$ cat src/rtl/frame_bram_ctrl_if.sv
// Pixel-stream input and frame-BRAM port bundle for frame_bram_ctrl.
// The controller uses the master side; the pixel source and the BRAM side use the slave side.
interface frame_bram_ctrl_if #(
    parameter int ADDR_W = 17
);
    logic              capture;
    logic              show_en;
    logic [23:0]       pixel_in;
    logic [10:0]       hcount;
    logic [9:0]        vcount;
    logic [1:0]        bram_state;
    logic              bram_we;
    logic [ADDR_W-1:0] bram_addr;
    logic [7:0]        bram_din;
    logic              in_display_bram;
    logic              frame_done;

    modport master (
        input  capture, show_en, pixel_in, hcount, vcount,
        output bram_state, bram_we, bram_addr, bram_din, in_display_bram, frame_done
    );

    modport slave (
        output capture, show_en, pixel_in, hcount, vcount,
        input  bram_state, bram_we, bram_addr, bram_din, in_display_bram, frame_done
    );
endinterface

$ cat src/rtl/frame_bram_ctrl.sv
// Frame-store controller: captures one IMG_W x IMG_H window of the pixel stream into an
// 8-bit BRAM as RGB332, then replays it by issuing raster-order read addresses.
module frame_bram_ctrl #(
    parameter int IMG_W  = 320,
    parameter int IMG_H  = 240,
    parameter int ADDR_W = 17
) (
    input  logic clk,
    input  logic reset,
    frame_bram_ctrl_if.master bus
);
    typedef enum logic [1:0] {
        BRAM_IDLE     = 2'b00,
        CAPTURE_FRAME = 2'b01,
        WRITING_FRAME = 2'b10,
        READING_FRAME = 2'b11
    } state_t;

    localparam logic [10:0] LP_W     = 11'(IMG_W);
    localparam logic [9:0]  LP_H     = 10'(IMG_H);
    localparam logic [10:0] LP_HLAST = 11'(IMG_W - 1);
    localparam logic [9:0]  LP_VLAST = 10'(IMG_H - 1);

    state_t            r_state;
    state_t            w_next;
    logic [ADDR_W-1:0] r_addr_cnt;
    logic [ADDR_W-1:0] w_cur_addr;
    logic [ADDR_W-1:0] r_addr;
    logic [7:0]        r_din;
    logic [7:0]        w_rgb332;
    logic              r_we;
    logic              r_done;
    logic              r_rd_d1;
    logic              r_rd_d2;
    logic              w_win;
    logic              w_sof;
    logic              w_last;
    logic              w_wr;
    logic              w_rd;
    logic              w_done;
    logic              w_unused;

    assign w_win    = (bus.hcount < LP_W) && (bus.vcount < LP_H);
    assign w_sof    = (bus.hcount == '0) && (bus.vcount == '0);
    assign w_last   = (bus.hcount == LP_HLAST) && (bus.vcount == LP_VLAST);
    // Raster order keeps the running count equal to vcount*IMG_W+hcount without a multiplier.
    assign w_cur_addr = w_sof ? '0 : r_addr_cnt;
    assign w_rgb332 = {bus.pixel_in[23:21], bus.pixel_in[15:13], bus.pixel_in[7:6]};
    assign w_unused = ^{bus.pixel_in[20:16], bus.pixel_in[12:8], bus.pixel_in[5:0]};

    always_comb begin
        w_next = r_state;
        w_wr   = 1'b0;
        w_rd   = 1'b0;
        w_done = 1'b0;
        case (r_state)
            BRAM_IDLE: begin
                if (bus.capture) w_next = CAPTURE_FRAME;
            end
            CAPTURE_FRAME: begin
                if (w_sof) begin
                    w_wr   = 1'b1;
                    w_next = WRITING_FRAME;
                end
            end
            WRITING_FRAME: begin
                if (w_win) begin
                    w_wr = 1'b1;
                    if (w_last) begin
                        w_done = 1'b1;
                        w_next = bus.show_en ? READING_FRAME : BRAM_IDLE;
                    end
                end
            end
            READING_FRAME: begin
                w_rd = w_win;
                if (bus.capture)       w_next = CAPTURE_FRAME;
                else if (!bus.show_en) w_next = BRAM_IDLE;
            end
            default: w_next = BRAM_IDLE;
        endcase
    end

    always_ff @(posedge clk) begin
        if (reset) begin
            r_state    <= BRAM_IDLE;
            r_addr_cnt <= '0;
            r_addr     <= '0;
            r_din      <= '0;
            r_we       <= 1'b0;
            r_done     <= 1'b0;
            r_rd_d1    <= 1'b0;
            r_rd_d2    <= 1'b0;
        end else begin
            r_state    <= w_next;
            r_addr_cnt <= w_win ? w_cur_addr + ADDR_W'(1) : w_cur_addr;
            r_we       <= w_wr;
            r_done     <= w_done;
            if (w_wr || w_rd) r_addr <= w_cur_addr;
            if (w_wr)         r_din  <= w_rgb332;
            // Leaving READING_FRAME flushes both read-flag stages so no stale flag trails out.
            r_rd_d1    <= w_rd && (w_next == READING_FRAME);
            r_rd_d2    <= r_rd_d1 && (w_next == READING_FRAME);
        end
    end

    assign bus.bram_state      = r_state;
    assign bus.bram_we         = r_we;
    assign bus.bram_addr       = r_addr;
    assign bus.bram_din        = r_din;
    assign bus.in_display_bram = r_rd_d2;
    assign bus.frame_done      = r_done;
endmodule

$ cat src/flat_wrapper.sv
// flat-port wrapper written by rule: the top's interface ports become plain ports
module frame_bram_ctrl_flat 
#(
    parameter int IMG_W  = 320,
    parameter int IMG_H  = 240,
    parameter int ADDR_W = 17
)
  (clk, reset, bus_capture, bus_show_en, bus_pixel_in, bus_hcount, bus_vcount, bus_bram_state, bus_bram_we, bus_bram_addr, bus_bram_din, bus_in_display_bram, bus_frame_done);
  frame_bram_ctrl_if #(.ADDR_W(ADDR_W)) bus_i ();
  input  logic clk;
  input  logic reset;
  input wire logic [$bits(bus_i.capture)-1:0] bus_capture;
  input wire logic [$bits(bus_i.show_en)-1:0] bus_show_en;
  input wire logic [$bits(bus_i.pixel_in)-1:0] bus_pixel_in;
  input wire logic [$bits(bus_i.hcount)-1:0] bus_hcount;
  input wire logic [$bits(bus_i.vcount)-1:0] bus_vcount;
  output wire logic [$bits(bus_i.bram_state)-1:0] bus_bram_state;
  output wire logic [$bits(bus_i.bram_we)-1:0] bus_bram_we;
  output wire logic [$bits(bus_i.bram_addr)-1:0] bus_bram_addr;
  output wire logic [$bits(bus_i.bram_din)-1:0] bus_bram_din;
  output wire logic [$bits(bus_i.in_display_bram)-1:0] bus_in_display_bram;
  output wire logic [$bits(bus_i.frame_done)-1:0] bus_frame_done;
  assign bus_i.capture = bus_capture;
  assign bus_i.show_en = bus_show_en;
  assign bus_i.pixel_in = bus_pixel_in;
  assign bus_i.hcount = bus_hcount;
  assign bus_i.vcount = bus_vcount;
  assign bus_bram_state = bus_i.bram_state;
  assign bus_bram_we = bus_i.bram_we;
  assign bus_bram_addr = bus_i.bram_addr;
  assign bus_bram_din = bus_i.bram_din;
  assign bus_in_display_bram = bus_i.in_display_bram;
  assign bus_frame_done = bus_i.frame_done;
  frame_bram_ctrl #(.IMG_W(IMG_W), .IMG_H(IMG_H), .ADDR_W(ADDR_W)) u_core (.clk(clk), .reset(reset), .bus(bus_i));
endmodule
$ cat config.mk
export PLATFORM = sky130hd
export DESIGN_NAME = frame_bram_ctrl_flat
export DESIGN_NICKNAME = d
export VERILOG_FILES = /design/src/rtl/frame_bram_ctrl_if.sv /design/src/rtl/frame_bram_ctrl.sv /design/src/flat_wrapper.sv
export SDC_FILE = /design/constraint.sdc
export NUM_CORES = 1
export LEC_CHECK = 0
export CORE_AREA = 2 2 90 70
export CTS_BUF_LIST = sky130_fd_sc_hd__clkbuf_4 sky130_fd_sc_hd__clkbuf_8 sky130_fd_sc_hd__clkbuf_16
export CTS_CLUSTER_DIAMETER = 50
export DETAILED_ROUTE_END_ITERATION = 7
export DIE_AREA = 0 0 92 72
export GPL_ROUTABILITY_DRIVEN = 0
export PLACE_DENSITY = 0.77
export SYNTH_ARGS = -nofsm -noshare
export SYNTH_HDL_FRONTEND = slang
export SYNTH_SLANG_ARGS = --single-unit
$ cat constraint.sdc
create_clock -name clk -period 2.2 [get_ports clk]
set_input_delay 0.22 -clock clk [delete_from_list [all_inputs] [get_ports clk]]
set_output_delay 0.22 -clock clk [all_outputs]
set_load 0.02 [all_outputs]
==> results of run 1 <==
-- synthesized netlist by cell type, drive strengths merged (2+ instances only) --
cell type and n:
a2111o 2, a21boi 2, a21oi 33, and2 3
and3 2, and4 3, buf 8, clkbuf 9
dfxtp 48, ha 5, inv 8, nand2 34
nand3 21, nand4 12, nor2 16, nor3 9
nor4 6, o211ai 17, o21ai 8, o22a 2
o41ai 2, or3 4, or4 2, xnor2 8
-- layout make-up --
class	count	area, um^2	area share [%]
multi-input cells	204	1272	37.13
repair buffers	104	973.4	28.40
flip-flops and latches	48	960.9	28.04
well taps	78	97.59	2.848
clock buffers	5	68.82	2.008
inverters	8	30.03	0.8762
clock inverters	3	23.77	0.6937
-- through the flow --
stage | util, % | cells | total power, uW | hold slack, ns | TNS, ns
6_report | 60.07 | 450 | 1568 | 0.4546 | 0
5_1_grt | 60.07 | 450 | 1627 | 0.4604 | 0
4_1_cts | 59.41 | 449 | 1579 | 0.4466 | 0
3_5_place_dp | 57.68 | 441 | 1047 | 0.4476 | -4.500
3_3_place_gp | 57.68 | 441 | 1045 | 0.4418 | -1.915
2_1_floorplan | - | 277 | 936.0 | 0.3560 | 0
-- sequential cells by signal, indices dropped and copies added, names as in the netlist --
signal                      flops
u_core.bus.bram_addr           17
u_core.bus.bram_din             8
u_core.bus.bram_state           2
u_core.bus.bram_we              1
u_core.bus.frame_done           1
u_core.bus.in_display_bram      1
u_core.r_addr_cnt              17
u_core.r_rd_d1                  1
-- per-layer routing --
| layer | GRT usage (%) | share of wire [%] | wire (um) |
|---|---|---|---|
| met2 | 32.03 | 47 | 2894 |
| met1 | 25.42 | 47 | 2868 |
| met3 | 3.946 | 4.8 | 292 |
| met5 | 0 | 0 | 0 |
| met4 | 3.648 | 0.87 | 53 |
-- worst max path at each step --
stage	start	end	cells past startpoint
floorplan	bus_vcount[1]	u_core.r_addr_cnt[10]	10
global route	bus_hcount[9]	u_core.r_addr_cnt[15]	7
detailed placement	bus_vcount[1]	u_core.r_addr_cnt[10]	10
finish	bus_hcount[6]	u_core.r_addr_cnt[6]	9
CTS	bus_vcount[1]	u_core.r_addr_cnt[6]	9
global placement	bus_vcount[6]	u_core.r_addr_cnt[8]	10
-- layout by cell type (no fill, tap or decap), drive strengths merged, types with 3 or more instances in the layout --
master,n
buf,42
nand4,12
xnor2,8
clkbuf,5
nor3,9
nor4,6
and4,3
clkdlybuf4s50,62
and2,3
inv,8
ha,5
o211ai,17
o21ai,8
or3,4
nand3,21
nor2,16
a21oi,33
nand2,34
dfxtp,48
-- critical path: stages --
cell             delay [ns]
clkdlybuf4s50_1        0.49
nor3_1                 0.07
and2_2                 0.23
a21boi_2               0.21
ha_1                   0.19
and3_1                 0.19
nand4_1                0.19
or3_1                  0.37
a21oi_1                0.14
-- power groups by stage --
stage | Combinational (uW) | Clock [uW] | Sequential, uW
floorplan | 41.2 | 0 | 895
global placement | 151 | 0 | 894
detailed placement | 154 | 0 | 894
CTS | 156 | 550 | 873
global route | 172 | 580 | 874
finish | 160 | 534 | 873
-- repair_timing --
| action | CTS | global route |
|---|---|---|
| setup buffers | 0 | 1 |
| endpoints found under the setup margin | 4 | 5 |
| gates resized for setup | 2 | 7 |
| pin swaps | 0 | 2 |
-- cell families after synthesis --
logic type / count (synthesis)
AND/OR/NAND/NOR: 115
AO/OA/AOI/OAI: 75
flip-flops: 48
buffers and inverters: 25
XOR/XNOR: 9
adder cells (fa/ha/maj): 5
==> impl.org, run 1 <==
** Detailed routing
- Detailed Route Iter0 Violations :: 85
- After detailed routing, the number of remaining DRC violations is 0.
- Routed vias :: 2,355
- After detailed routing, the number of vias per cell comes to 5.233.
- Final routed wire length divided by cell count :: around 14 um
- The count of nets left with antenna violations once routing finished came out at 0.
- For this run, the detailed router's first-pass iteration total came to 4.
- After detailed routing, the total wire length is 6.107 mm.

** Finish
- Filler Cell Count :: 505
- 0 antenna diodes ended up in the layout.
- Share of post-route cells with drive strength above 1 :: 17.20%
- Area Overhead vs Synth :: 49.02%
- The final layout contains ~430 nets.
- Design area :: 3427 um^2

** Min path
- Counting instances, the worst hold path has a depth of 3.
- Sink of the worst hold path :: u_core.bus.bram_din[4]
- The startpoint identified for the worst hold timing path is bus_pixel_in[15].
- The tightest min-delay check is of the primary input to register type.

** STA
- Setup repair after global routing left no endpoint under its margin.
- In the finished design, the share of the clock period the worst path needs comes to 94.22%.
- Between clock sinks in the finished design, the worst skew comes to 0.01405 ns.
- Least-Margin Pin Slew :: 0.4039 ns
- Measured against its own limit, the worst slew margin works out to ~73%.
- Maximum frequency from static timing analysis :: 482.4 MHz
- Total count of max-transition violations in the final report :: 0
- Number of failing hold endpoints at the final stage :: 0
- The worst path meets setup with around 0.13 ns of slack.
- After layout, the minimum clock period comes to 2.073 ns.
- Setup violations remaining at the end of the flow were counted as 0.

** Die
- In this run the horizontal extent of the chip is a little over 90 um.
- Area enclosed by the die boundary :: 6624 um^2
- Starting density of the core :: slightly above 40%
- After floorplanning, the core was divided into 24 placement rows.
- Number of top-level pins :: 79
- Std-Cell Core Area :: roughly 5700 um^2
- From bottom edge to top edge, the die measures 72 um.

** Global routing
- The via count of the first global-routing pass is 2,335.
- After global routing the overflow that remains totals 0.
- Across every metal layer, demand over resource in global routing totals 18.90%.
- Global-route wire length before repair :: 10.39 mm
- Maximum number of pins on one net before global-route repair :: 35
- Initial antenna violation count :: 0

** Yosys
- Yosys warnings :: 0
- Counting flops and latches in the post-synthesis netlist gives 48.
- Synthesis produced a netlist with a net count of 331.
- Count of different cell masters after synthesis :: 44
- The cell count after synthesis came out at 277.
- Sequential-to-total area share from yosys stat :: 41.78%
- Number of enable flip-flop cells after synthesis :: 0
- XOR/XNOR Fraction of Synth Area :: 3.428%
- After synthesis the cells add up to 2300 um^2.
- Combinational family with the most area after synthesis :: simple AND/OR/NAND/NOR gates
- Compound-cell area share of the yosys netlist :: 21.76%
- Leading register cell type out of synthesis :: dfxtp_1
- By area the synthesized netlist is led by dfxtp_1 42%, a21oi_1 7.2%, nand2_1 5.5%.
- Area share of the leading cell type in the synthesized netlist :: 41.78%
- The biggest area contributor in the post-synthesis netlist is dfxtp_1.
- Measured against the total synthesized area, the mux share comes to 0%.
- Adder and majority cell fraction of the synthesized area :: 2.720%
- Proportion of register bits with asynchronous set or reset after synthesis :: 0%
- A synthesized cell averages 8.302 um^2.
- Simple-gate share of the synthesized area :: 25.84%

** Clock network
- Number of buffers added by the clock tree synthesis step :: 5
- CTS Root Cell :: clkbuf_8
- No sink is reached through more buffers than the 2 on the longest clock path.
- H-Tree Level Count :: 2
- Counting every sink on the clock net gives 48.
- For the worst-skew pair, the clock arrives at the later sink with an insertion delay of 0.30 ns.
- Clock slew seen by the registers of the worst setup and hold paths :: 0.10 ns
- TritonCTS built the clock tree.
- Hold_buf cts :: 0

** Setup path
- For the worst flop-to-flop path, the logic depth is 5.
- Data arrival at the endpoint of the critical path :: 2.30 ns
- Crit end category :: register
- Reg2reg end :: u_core.r_addr_cnt[15]
- The worst register-to-register path has a setup slack of around 0.20 ns.
- Startpoint of the most critical register-to-register path :: u_core.r_addr_cnt[8]
- At the worst endpoint, the required time is 2.43 ns.
- Largest fanout on the critical path :: 5
- The critical path is of the primary input to register type.
- STA classifies the critical path startpoint as a primary input.

** Pwr
- Switching share of power :: about a quarter
- Summed over all cells, the static leakage comes to around 0.0011 uW.
- Combinational group share of total power :: 10.2%
- Internal power summed over all cells :: around 1200 uW
- Pwr dens :: 457.6 nW/um^2
- The clock network accounts for around a third of the total power.
- Summed over all nets, the switching power comes to 379.2 uW.
- Part of the power in registers :: 55.7%
- The worst-case IR drop observed on VDD is about 0.30 mV.

** Outcome
- Status :: completed

** Job
- # Max-Cap Violations :: 0

** Place
- HPWL reported at the end of detailed placement :: between 4 and 5 mm
- In this run the cell area measured after placement is 3291 um^2.
- Port-buffer cells :: 62
- OpenSTA, run right after detailed placement, puts the worst setup slack at -0.3590 ns.
Note: power is estimated with default switching activity, not from simulation.
==> run 2, diff against run 1 <==
--- a/config.mk
+++ b/config.mk
@@ -12,6 +12,7 @@
 export DIE_AREA = 0 0 92 72
 export GPL_ROUTABILITY_DRIVEN = 0
 export PLACE_DENSITY = 0.77
+export REMOVE_ABC_BUFFERS = 1
 export SYNTH_ARGS = -nofsm -noshare
 export SYNTH_HDL_FRONTEND = slang
 export SYNTH_SLANG_ARGS = --single-unit
==> impl.org, run 2 (same netlist as run 1, synthesis figures left out) <==
** Outcome
- Status :: complete, but fails checks
- Violations in the final reports :: setup timing

** Place
- Pre-CTS setup slack :: -0.4107 ns (-0.05177 ns)
- Total cell area at the placement stage :: 3273 um^2 (-0.53%)
- Port-buffer cells :: 62 (unchanged)
- HPWL reported at the end of detailed placement :: 4.899 mm (+8.5%)

** Pwr
- The overall power came to 1901 uW (+21%).
- Leakage power total :: 0.001265 uW (+11%)
- Worst supply voltage drop on vdd :: 0.2750 mV (-8.4%)
- The cell area power density came to 536.3 nW/um^2 (+17%).

** Setup path
- The signal arrival time at the worst endpoint is 2.41 ns (+0.11 ns).
- Worst path required time :: 2.40 ns (-0.03 ns)
- Crit end category :: register
- Kind of start point of the critical path :: primary input
- Delay contributed by the slowest stage of the critical path :: 0.51 ns (+0.02 ns)
- Largest fanout on the critical path :: 5 (unchanged)
- CP Class :: primary input to register
- The count of buffering cells on the critical path with inverters included came to 2 (+1).
- Kind of cell with the highest combined delay on the critical path :: simple AND/OR/NAND/NOR gates
- Crit-path cells :: clkdlybuf4s50_1 > nor3_1 > and2_2 > a21boi_2 > ha_1 > and3_1 > nand4_1 > buf_4 > nor3_2 > xnor2_1 > nor2_1
- Slowest stage cell, crit path :: clkdlybuf4s50_1

** Global routing
- Leftover overflow at the end of global routing :: 0 (unchanged)
- The maximum number of pins on one net before global-route repair came to 27 (-23%).
- Vias in the first global route :: 2,382 (+2.0%)
- The number of antenna violations at the first check in global routing is 0 (unchanged).
- The first-pass GRT wire length is 11.32 mm (+8.9%).
- The all-layer global routing usage was 21.00% (+2.1 points).

** Detailed routing
- The count of routing violations after the opening detailed-route iteration came to 135 (+59%).
- Detailed-router iteration count before antenna repair :: 4 (unchanged)
- The post-route antenna net violation count came to 0 (unchanged).
- The routed length per placed instance is 15.19 um (+12%).
- The average vias per placed instance came to 5.431 (+3.8%).
- Routed vias :: 2,471 (+4.9%)
- The post-route DRC violation count came to 0 (unchanged).
- The total routed wirelength was 6.910 mm (+13%).

** STA
- Final Skew :: 0.003469 ns (-0.01058 ns)
- Final min period :: 2.215 ns (+0.1419 ns)
- Final setup violating endpoints :: 1 (+1)
- Final period utilization :: 100.7% (+6.4 points)
- The worst slew margin relative to its limit was 72.36% (-0.64 points).
- Setup repair after global routing could not meet its margin everywhere.
- Maximum frequency from static timing analysis :: 451.5 MHz (-6.4%)
- Least-Margin Pin Slew :: 0.4108 ns (+0.006976 ns)
- The number of hold violations in the final report is 0 (unchanged).
- WHS :: 0.4585 ns (+0.003979 ns)
- The post-layout worst setup margin was -0.01470 ns (-0.1419 ns).
- The final-report max-slew violation count came to 0 (unchanged).

** Clock network
- The clock sink count was 48 (unchanged).
- CTS Root Cell :: clkbuf_8
- Maximum count of clock buffers along a single path :: 2 (unchanged)
- The insertion delay to the later sink of the worst-skew pair is 0.30 ns (about the same).
- TritonCTS clock tree :: done
- H-Tree Level Count :: 2 (unchanged)
- Clock slew seen by the registers of the worst setup and hold paths :: 0.09 ns (about the same)
- Number of buffers added by the clock tree synthesis step :: 5 (unchanged)

** Finish
- The number of nets in the final layout is 430 (+1.2%).
- Most common library cell in the layout ignoring fill and taps :: clkdlybuf4s50_1
- The number of inserted diodes is 0 (unchanged).
- Leaving out fill and tap cells, the most frequent cells in the layout are 54 x clkdlybuf4s50_1, 48 x dfxtp_1, 46 x buf_4.
- Final standard cell utilization of the core :: 62.13% (+2.1 points)
- The final instance area came to 3545 um^2 (+3.4%).
- Area Overhead vs Synth :: 54.13%
- The share of final-layout standard cells stronger than drive strength 1 was 18.83% (+1.6 points).
- The layout filler cell count is 487 (-3.6%).

** Min path
- Worst Hold Class :: register to register

** Die
- The standard-cell row count is 24 (unchanged).
- Std-Cell Core Area :: 5705 um^2 (unchanged)
- The effective utilization at floorplan came to 40.31% (unchanged).
- The die boundary width is 92 um (unchanged).
- The height of the chip is 72 um (unchanged).
- Area enclosed by the die boundary :: 6624 um^2 (unchanged)
- The top-level port count was 79 (unchanged).

** Job
- The max-capacitance violation count is 0 (unchanged).
==> run 2: worst register-to-register path, delay by kind of cell (launching register included) <==
family | cells | cell delay (ns)
AND/OR/NAND/NOR | 2 | 0.55
flip-flops | 1 | 0.45
AO/OA/AOI/OAI | 3 | 1.00
==> run 2: cell type report <==
class	instances	area (um^2)	area share (%)
clock buffers	5	68.82	1.941
clock inverters	3	90.09	2.541
inverters	8	30.03	0.8472
multi-input cells	204	1291	36.43
flip-flops and latches	48	960.9	27.11
well taps	78	97.59	2.753
repair buffers	109	1006	28.38
==> run 2: final timing paths <==
check	start	to	slack, ns	depth (start not counted)
setup / recovery	bus_hcount[6]	u_core.r_addr_cnt[10]	-0.01	11
hold / removal	u_core.bus.bram_din[6]	u_core.bus.bram_din[6]	0.46	2
setup reg to reg	u_core.r_addr_cnt[6]	u_core.r_addr_cnt[15]	0.13	5
hold reg to reg	u_core.bus.bram_din[6]	u_core.bus.bram_din[6]	0.46	2
==> run 2: power by group <==
part           leakage [uW]  internal, uW  switching [uW]
Sequential         0.000387           870            3.17
Clock             0.0000784           568             293
Combinational      0.000800          94.7            72.3
Total               0.00126          1530             368
==> run 2: per-layer routing <==
layer / global-route usage (%) / vias to the layer above / share of wire [%]
met2: 35.70 / 57 / 49
met5: 0 / - / 0
met4: 3.980 / 0 / 0.56
met3: 3.946 / 7 / 4.1
li1: - / 1215 / -
met1: 28.43 / 1192 / 47
==> run 2: per-stage QoR <==
stage | TNS [ns] | cells
2_1_floorplan | 0 | 260
3_3_place_gp | -2.390 | 442
3_5_place_dp | -4.464 | 442
4_1_cts | 0 | 451
5_1_grt | -0.07094 | 455
6_report | -0.01470 | 455
==> run 2: repair_timing <==
| item | 4_1_cts | 5_1_grt |
|---|---|---|
| pin swaps | 1 | 8 |
| endpoints found under the hold margin | 0 | 0 |
| gates resized for setup | 5 | 16 |
| buffers inserted | 1 | 4 |
| hold buffers | 0 | 0 |
| cloned | 0 | 0 |
| setup endpoints to repair | 6 | 8 |
==> run 3, diff against run 2 <==
==> constraint.sdc (replaced) <==
create_clock -name clk -period 2.2 [get_ports clk]
set_input_delay 0.44 -clock clk [delete_from_list [all_inputs] [get_ports clk]]
set_output_delay 0.44 -clock clk [all_outputs]
set_load 0.02 [all_outputs]
==> impl.org, run 3 (same netlist as run 1, synthesis figures left out) <==
** Finish
- Final Net Count :: 443 (+3.0%)
- The share of final-layout standard cells stronger than drive strength 1 came to 22.05% (+3.2 points).
- Most common library cell in the layout ignoring fill and taps :: buf_4
- The layout filler cell count came to 475 (-2.5%).
- From synthesis to final layout, the design area changed by 59.68%.
- Area of the multi-input gates :: 1308 um^2 (+1.3%)
- Most used cells in the layout excluding fill and tap cells :: 53 x buf_4, 48 x dfxtp_1, 41 x clkdlybuf4s50_1
- The sequential standard cell area is 960.9 um^2 (unchanged).
- Post-layout instance count excluding filler cells :: 468 (+2.9%)
- Final standard cell utilization of the core :: 64.36% (+2.2 points)
- The number of inserted diodes was 0 (unchanged).

** STA
- The final sum of negative setup slack is 0 ns (+0.01470 ns).
- The number of setup violations in the final report came to 0 (-1).
- The upper clock frequency limit is 472.7 MHz (+4.7%).
- The largest clock skew in the final design is 0.01166 ns (+0.008187 ns).
- The worst slew margin relative to its limit came to 73.32% (+0.96 points).
- Number of failing hold endpoints at the final stage :: 0 (unchanged)
- The final-report max-slew violation count is 0 (unchanged).
- The portion of the clock cycle consumed by the worst path in the final layout came to 96.16% (-4.5 points).
- The worst hold slack was 0.4579 ns (-0.0006650 ns).
- Final min period :: 2.115 ns (-0.09928 ns)
- The slew at the pin closest to its max-slew limit was 0.3990 ns (-0.01187 ns).

** Min path
- The number of cells on the worst hold path was 2 (unchanged).
- Worst Hold Class :: register to register

** Detailed routing
- Detailed-router iteration count before antenna repair :: 6 (+2)
- Final routed wire length divided by cell count :: 15.82 um (+4.2%)
- Routed wire length :: 7.403 mm (+7.1%)
- The total number of vias is 2,592 (+4.9%).
- The post-route antenna net violation count is 0 (unchanged).
- Number of design rule violations left after detail routing :: 0 (unchanged)
- Via-to-Cell Ratio :: 5.538 (+2.0%)
- The count of routing violations after the opening detailed-route iteration was 207 (+53%).

** Pwr
- The static leakage power is 0.001408 uW (+11%).
- Internal power summed over all cells :: 1338 uW (-13%)
- Combinational group share of total power :: 10.0% (+1.2 points)
- The overall power is 1728 uW (-9.1%).
- Switching power summed over all nets :: 390.4 uW (+6.0%)
- The switching part of the total power came to 22.59% (+3.2 points).
- The worst ir drop on vdd is 0.2638 mV (-4.1%).
- Pwr dens :: 470.6 nW/um^2 (-12%)
- The share of total power in the clock network is 39.5% (-5.8 points).
- Part of the power in registers :: 50.5% (+4.6 points)

** Setup path
- The signal arrival time at the worst endpoint was 2.37 ns (-0.04 ns).
- Depth of the most critical reg-to-reg path :: 5 (unchanged)
- Crit end category :: register
- The required arrival time at the worst endpoint is 2.45 ns (+0.05 ns).
- The setup path with the least slack is of type primary input to register.
- Kind of start point of the critical path :: primary input
- The top fanout value on the critical path was 5 (unchanged).

** Outcome
- The run finished with clean final reports.

** Clock network
- H-Tree Level Count :: 2 (unchanged)
- CTS Root Cell :: clkbuf_8
- The CTS buffer count came to 5 (unchanged).
- Clock latency at the later pin of the worst-skew pair :: 0.31 ns (about the same)
- The clock slew at the register clock pins of the worst setup and hold paths was 0.10 ns (about the same).
- TritonCTS clock tree :: done
- The clock sink count was 48 (unchanged).
- Maximum count of clock buffers along a single path :: 2 (unchanged)

** Die
- The die boundary width was 92 um (unchanged).
- The area of the core region was 5705 um^2 (unchanged).
- The top-level port count was 79 (unchanged).
- Rows :: 24 (unchanged)
- Starting density of the core :: 40.31% (unchanged)
- The area of the die is 6624 um^2 (unchanged).
- The height of the chip was 72 um (unchanged).

** Global routing
- Leftover overflow at the end of global routing :: 0 (unchanged)
- Global-route wire length before repair :: 11.22 mm (-0.86%)
- The met1 usage came to 27.96% (-0.47 points).
- Met3 GRT Util :: 3.634% (-0.31 points)
- The number of antenna violations at the first check in global routing is 0 (unchanged).
- The all-layer global routing usage is 20.58% (-0.42 points).
- The met2 demand-to-capacity share in global routing came to 34.72% (-0.98 points).
- Grt peak-use layer :: met2
- The maximum number of pins on one net before global-route repair is 27 (unchanged).
- Vias in the first global route :: 2,389 (+0.29%)

** Place
- The HPWL reported at the end of detailed placement came to 4.928 mm (+0.61%).
- The placed cell count was 447 (+1.1%).
- The count of buffers inserted at the top-level ports is 62 (unchanged).

** Job
- # Max-Cap Violations :: 0 (unchanged)
==> run 3: changes by cell type in the layout (fill, tap and decap cells not counted), moves of 2 or more <==
cell             before  now
dlygate4sd2_1         0    4
buf_6                 0    3
buf_4                46   53
buf_12                1    3
bufinv_16             3    1
clkdlybuf4s50_1      54   41
dlymetal6s2s_1        8   17
==> run 3: critical path, cell delays in order <==
cell and delay, ns:
dlygate4sd2_1 0.26, nor4_4 0.32, and4_4 0.30, a21boi_2 0.08, ha_2 0.20, and3_4 0.18, nand4_1 0.18, buf_4 0.16
o21ai_0 0.09, a21oi_2 0.16
==> run 3: power groups by stage <==
stage                     registers, uW  logic (uW)  clock network, uW
after floorplan                     895        31.9                  0
after global placement              894         161                  0
after detailed placement            894         163                  0
after CTS                           874         168                674
after global routing                874         184                721
final                               874         173                682
==> run 3: final timing paths <==
kind | slack [ns] | start | to
setup / recovery | 0.08 | bus_vcount[2] | u_core.r_addr_cnt[6]
hold / removal | 0.46 | u_core.bus.bram_din[6] | u_core.bus.bram_din[6]
setup reg to reg | 0.10 | u_core.r_addr_cnt[6] | u_core.r_addr_cnt[15]
hold reg to reg | 0.46 | u_core.bus.bram_din[6] | u_core.bus.bram_din[6]
==> run 3: cell type report <==
class,instances,share of cell area (%)
Timing Repair Buffer,122,31.45
Tap cell,78,2.658
Inverter,8,0.8177
Sequential cell,48,26.17
Clock buffer,6,2.249
Multi-Input combinational cell,204,35.60
Clock inverter,2,1.056
==> run 3: routing by layer <==
| layer | vias to the layer above | share of wire [%] |
|---|---|---|
| met5 | - | 0 |
| met4 | 0 | 0.55 |
| met3 | 6 | 4.7 |
| met2 | 96 | 49 |
| met1 | 1246 | 46 |
| li1 | 1244 | - |
==> run 3: timing repair <==
item,4_1_cts,5_1_grt
gates cloned,0,2
buffers inserted,5,6
endpoints found under the hold margin,0,0
hold buffers,0,0
gates resized for setup,15,26
setup endpoints to repair,24,41
pin swaps,11,13
==> run 3: metrics by stage <==
stage	instance area, um^2	setup slack, ns
detailed placement	3323	-0.6265
global placement	3323	-0.4667
CTS	3518	0.0008955
global route	3672	-0.01816
finish	3672	0.08457
floorplan	2227	-0.01472
==> RTL edit: new RTL, flow settings as in run 3 <==
`ADDR_W` is set to 17 in 3 places; all go to 19.
--- a/src/rtl/frame_bram_ctrl_if.sv
+++ b/src/rtl/frame_bram_ctrl_if.sv
@@ -1,7 +1,7 @@
 // Pixel-stream input and frame-BRAM port bundle for frame_bram_ctrl.
 // The controller uses the master side; the pixel source and the BRAM side use the slave side.
 interface frame_bram_ctrl_if #(
-    parameter int ADDR_W = 17
+    parameter int ADDR_W = 19
 );
     logic              capture;
     logic              show_en;
--- a/src/rtl/frame_bram_ctrl.sv
+++ b/src/rtl/frame_bram_ctrl.sv
@@ -3,7 +3,7 @@
 module frame_bram_ctrl #(
     parameter int IMG_W  = 320,
     parameter int IMG_H  = 240,
-    parameter int ADDR_W = 17
+    parameter int ADDR_W = 19
 ) (
     input  logic clk,
     input  logic reset,
--- a/src/flat_wrapper.sv
+++ b/src/flat_wrapper.sv
@@ -3,7 +3,7 @@
 #(
     parameter int IMG_W  = 320,
     parameter int IMG_H  = 240,
-    parameter int ADDR_W = 17
+    parameter int ADDR_W = 19
 )
   (clk, reset, bus_capture, bus_show_en, bus_pixel_in, bus_hcount, bus_vcount, bus_bram_state, bus_bram_we, bus_bram_addr, bus_bram_din, bus_in_display_bram, bus_frame_done);
   frame_bram_ctrl_if #(.ADDR_W(ADDR_W)) bus_i ();
Ports: changed (resized bus_bram_addr); port bits go from 79 to 81. No check against the original RTL was run, so the function may have changed too.
==> RTL edit against run 3 <==
Sequential cell count rose by 4; total power fell by 1.9%; first-iteration DRC count rose by 8.7%; critical path depth fell by 1; area after synthesis rose by 15%; combinational power fell by 3%; die area did not move; global-route usage rose by 2.1 points; worst setup slack got worse by 60 ps; count of clock-buffer cells in the layout fell by 1; routed wire length rose by 4.6%; synthesized cell count rose by 7.6%; cell area rose by 4.6%.
==> RTL edit: results (changes against run 3) <==
[timing]
setup_slack_ps=24.8  ; -59.8 ps
finalClockSkew_ps=10.4  ; -1.22 ps
slew_headroom_pct=55.8  ; -18 points

[power]
ir_drop_v=0.000377  ; +43%
power.internal_w=0.00127  ; -5.3%
p_clk_w=0.000581  ; -15%
p_leak_nw=1.43  ; +1.6%
pg_comb_w=0.000168  ; -3%
clockPowerShare_pct=34.3  ; -5.2 points

[clock_network]
cts_resized=10  ; -5
clkTransAtPathRegs_ps=100  ; about the same
cts-root-buf=clkbuf_8
cts_made_buffers=5  ; unchanged
clk_latency_ps=320
cts_setup_buffers=0  ; -5
htree_levels=2  ; unchanged

[worst_setup_path]
worst_r2r_path_depth=6  ; +1
r2r_start=u_core.bus.bram_state[0]
startpoint=bus_vcount[3]
reg2reg_slack_ps=240  ; +140 ps
r2r_end=u_core.bus.bram_addr[16]
crit_path_end=u_core.r_addr_cnt[2]
cp_max_fo=6  ; +1

[final_layout]
final_nets=452  ; +2.0%
drive_above_1_share_pct=19.8  ; -2.3 points
fill_cells=459  ; -3.4%

[logic_synthesis]
ys_top_cells_by_count=52 x dfxtp_1, 35 x nand2_1, 33 x a21oi_1
synth.distinct_cells=52  ; +18%
synth.area.top_cells=dfxtp_1 39%, a21oi_1 6.2%, nand3_1 6.1%
synth-seq-area-share_pct=39.4  ; -2.4 points
synth_top_area_share_pct=39.4  ; -2.4 points

[drt]
drt-initial-drc-count=225  ; +8.7%
dr.pass1.iters=4  ; -2
wl_per_cell_um=16.2  ; +2.7%
vias=2708  ; +4.5%

[global_routing]
grt_pass1_wl_um=12100  ; +7.6%
grt_max_degree=38  ; +41%
grt_pass1_vias=2607  ; +9.1%
grt.total_usage_pct=22.7  ; +2.1 points

[placement]
place_hpwl_um=5130  ; +4.1%
port-buffer-count=64  ; +3.2%
pre_cts_ws_ps=-533  ; +93.9 ps

[status]
status=completed

==> RTL edit: worst min path at each step <==
stage,from,to,cells after the start
after global routing,u_core.bus.bram_din[5],u_core.bus.bram_din[5],2
after CTS,u_core.bus.bram_din[3],u_core.bus.bram_din[3],2
final,u_core.bus.bram_din[3],u_core.bus.bram_din[3],2
after floorplan,u_core.r_rd_d1,u_core.bus.in_display_bram,1
after global placement,u_core.bus.bram_din[4],u_core.bus.bram_din[4],2
after detailed placement,u_core.bus.bram_din[0],u_core.bus.bram_din[0],2
==> RTL edit: critical path, stage by stage <==
cell             delay, ps
clkdlybuf4s50_1        460
nor4_4                 280
buf_4                  180
nand4_4                170
buf_4                  210
o21ai_1                260
buf_4                  180
xnor2_1                140
nor2_1                  60
==> RTL edit: metrics by stage <==
step	cells	hold slack (ps)	TNS, ps	cell area [um^2]
finish	477	457	0	3840
global route	477	480	-102	3840
CTS	477	461	-2.62	3740
detailed placement	467	447	-14610	3590
global placement	467	442	-12150	3590
floorplan	281	441	-236	2510
==> RTL edit: cells by family (layout without fill, tap and decap cells) <==
logic type,Yosys count,count (layout),synth area share [%]
compound gates,78,80,21.3
fa+ha+maj,5,5,2.37
buf+inv,24,123,6.10
xor+xnor,10,10,3.31
mux,4,4,1.51
simple gates,125,125,26.1
flops,52,52,39.4
==> RTL edit: layer usage <==
layer,up-vias,global-route usage [%],routed length [um]
met5,-,0,0
met2,127,37.9,3630
met3,27,4.67,552
met1,1268,29.9,3380
li1,1286,-,-
met4,0,7.46,182
==> RTL edit: cell type report <==
cell class              count  area [um^2]  area share [%]
inverters                   7         26.3           0.684
well taps                  78         97.6            2.54
repair buffers            108         1010            26.3
clock inverters             3         27.5           0.717
flip-flops and latches     52         1040            27.1
multi-input cells         224         1570            40.8
clock buffers               5         68.8            1.79
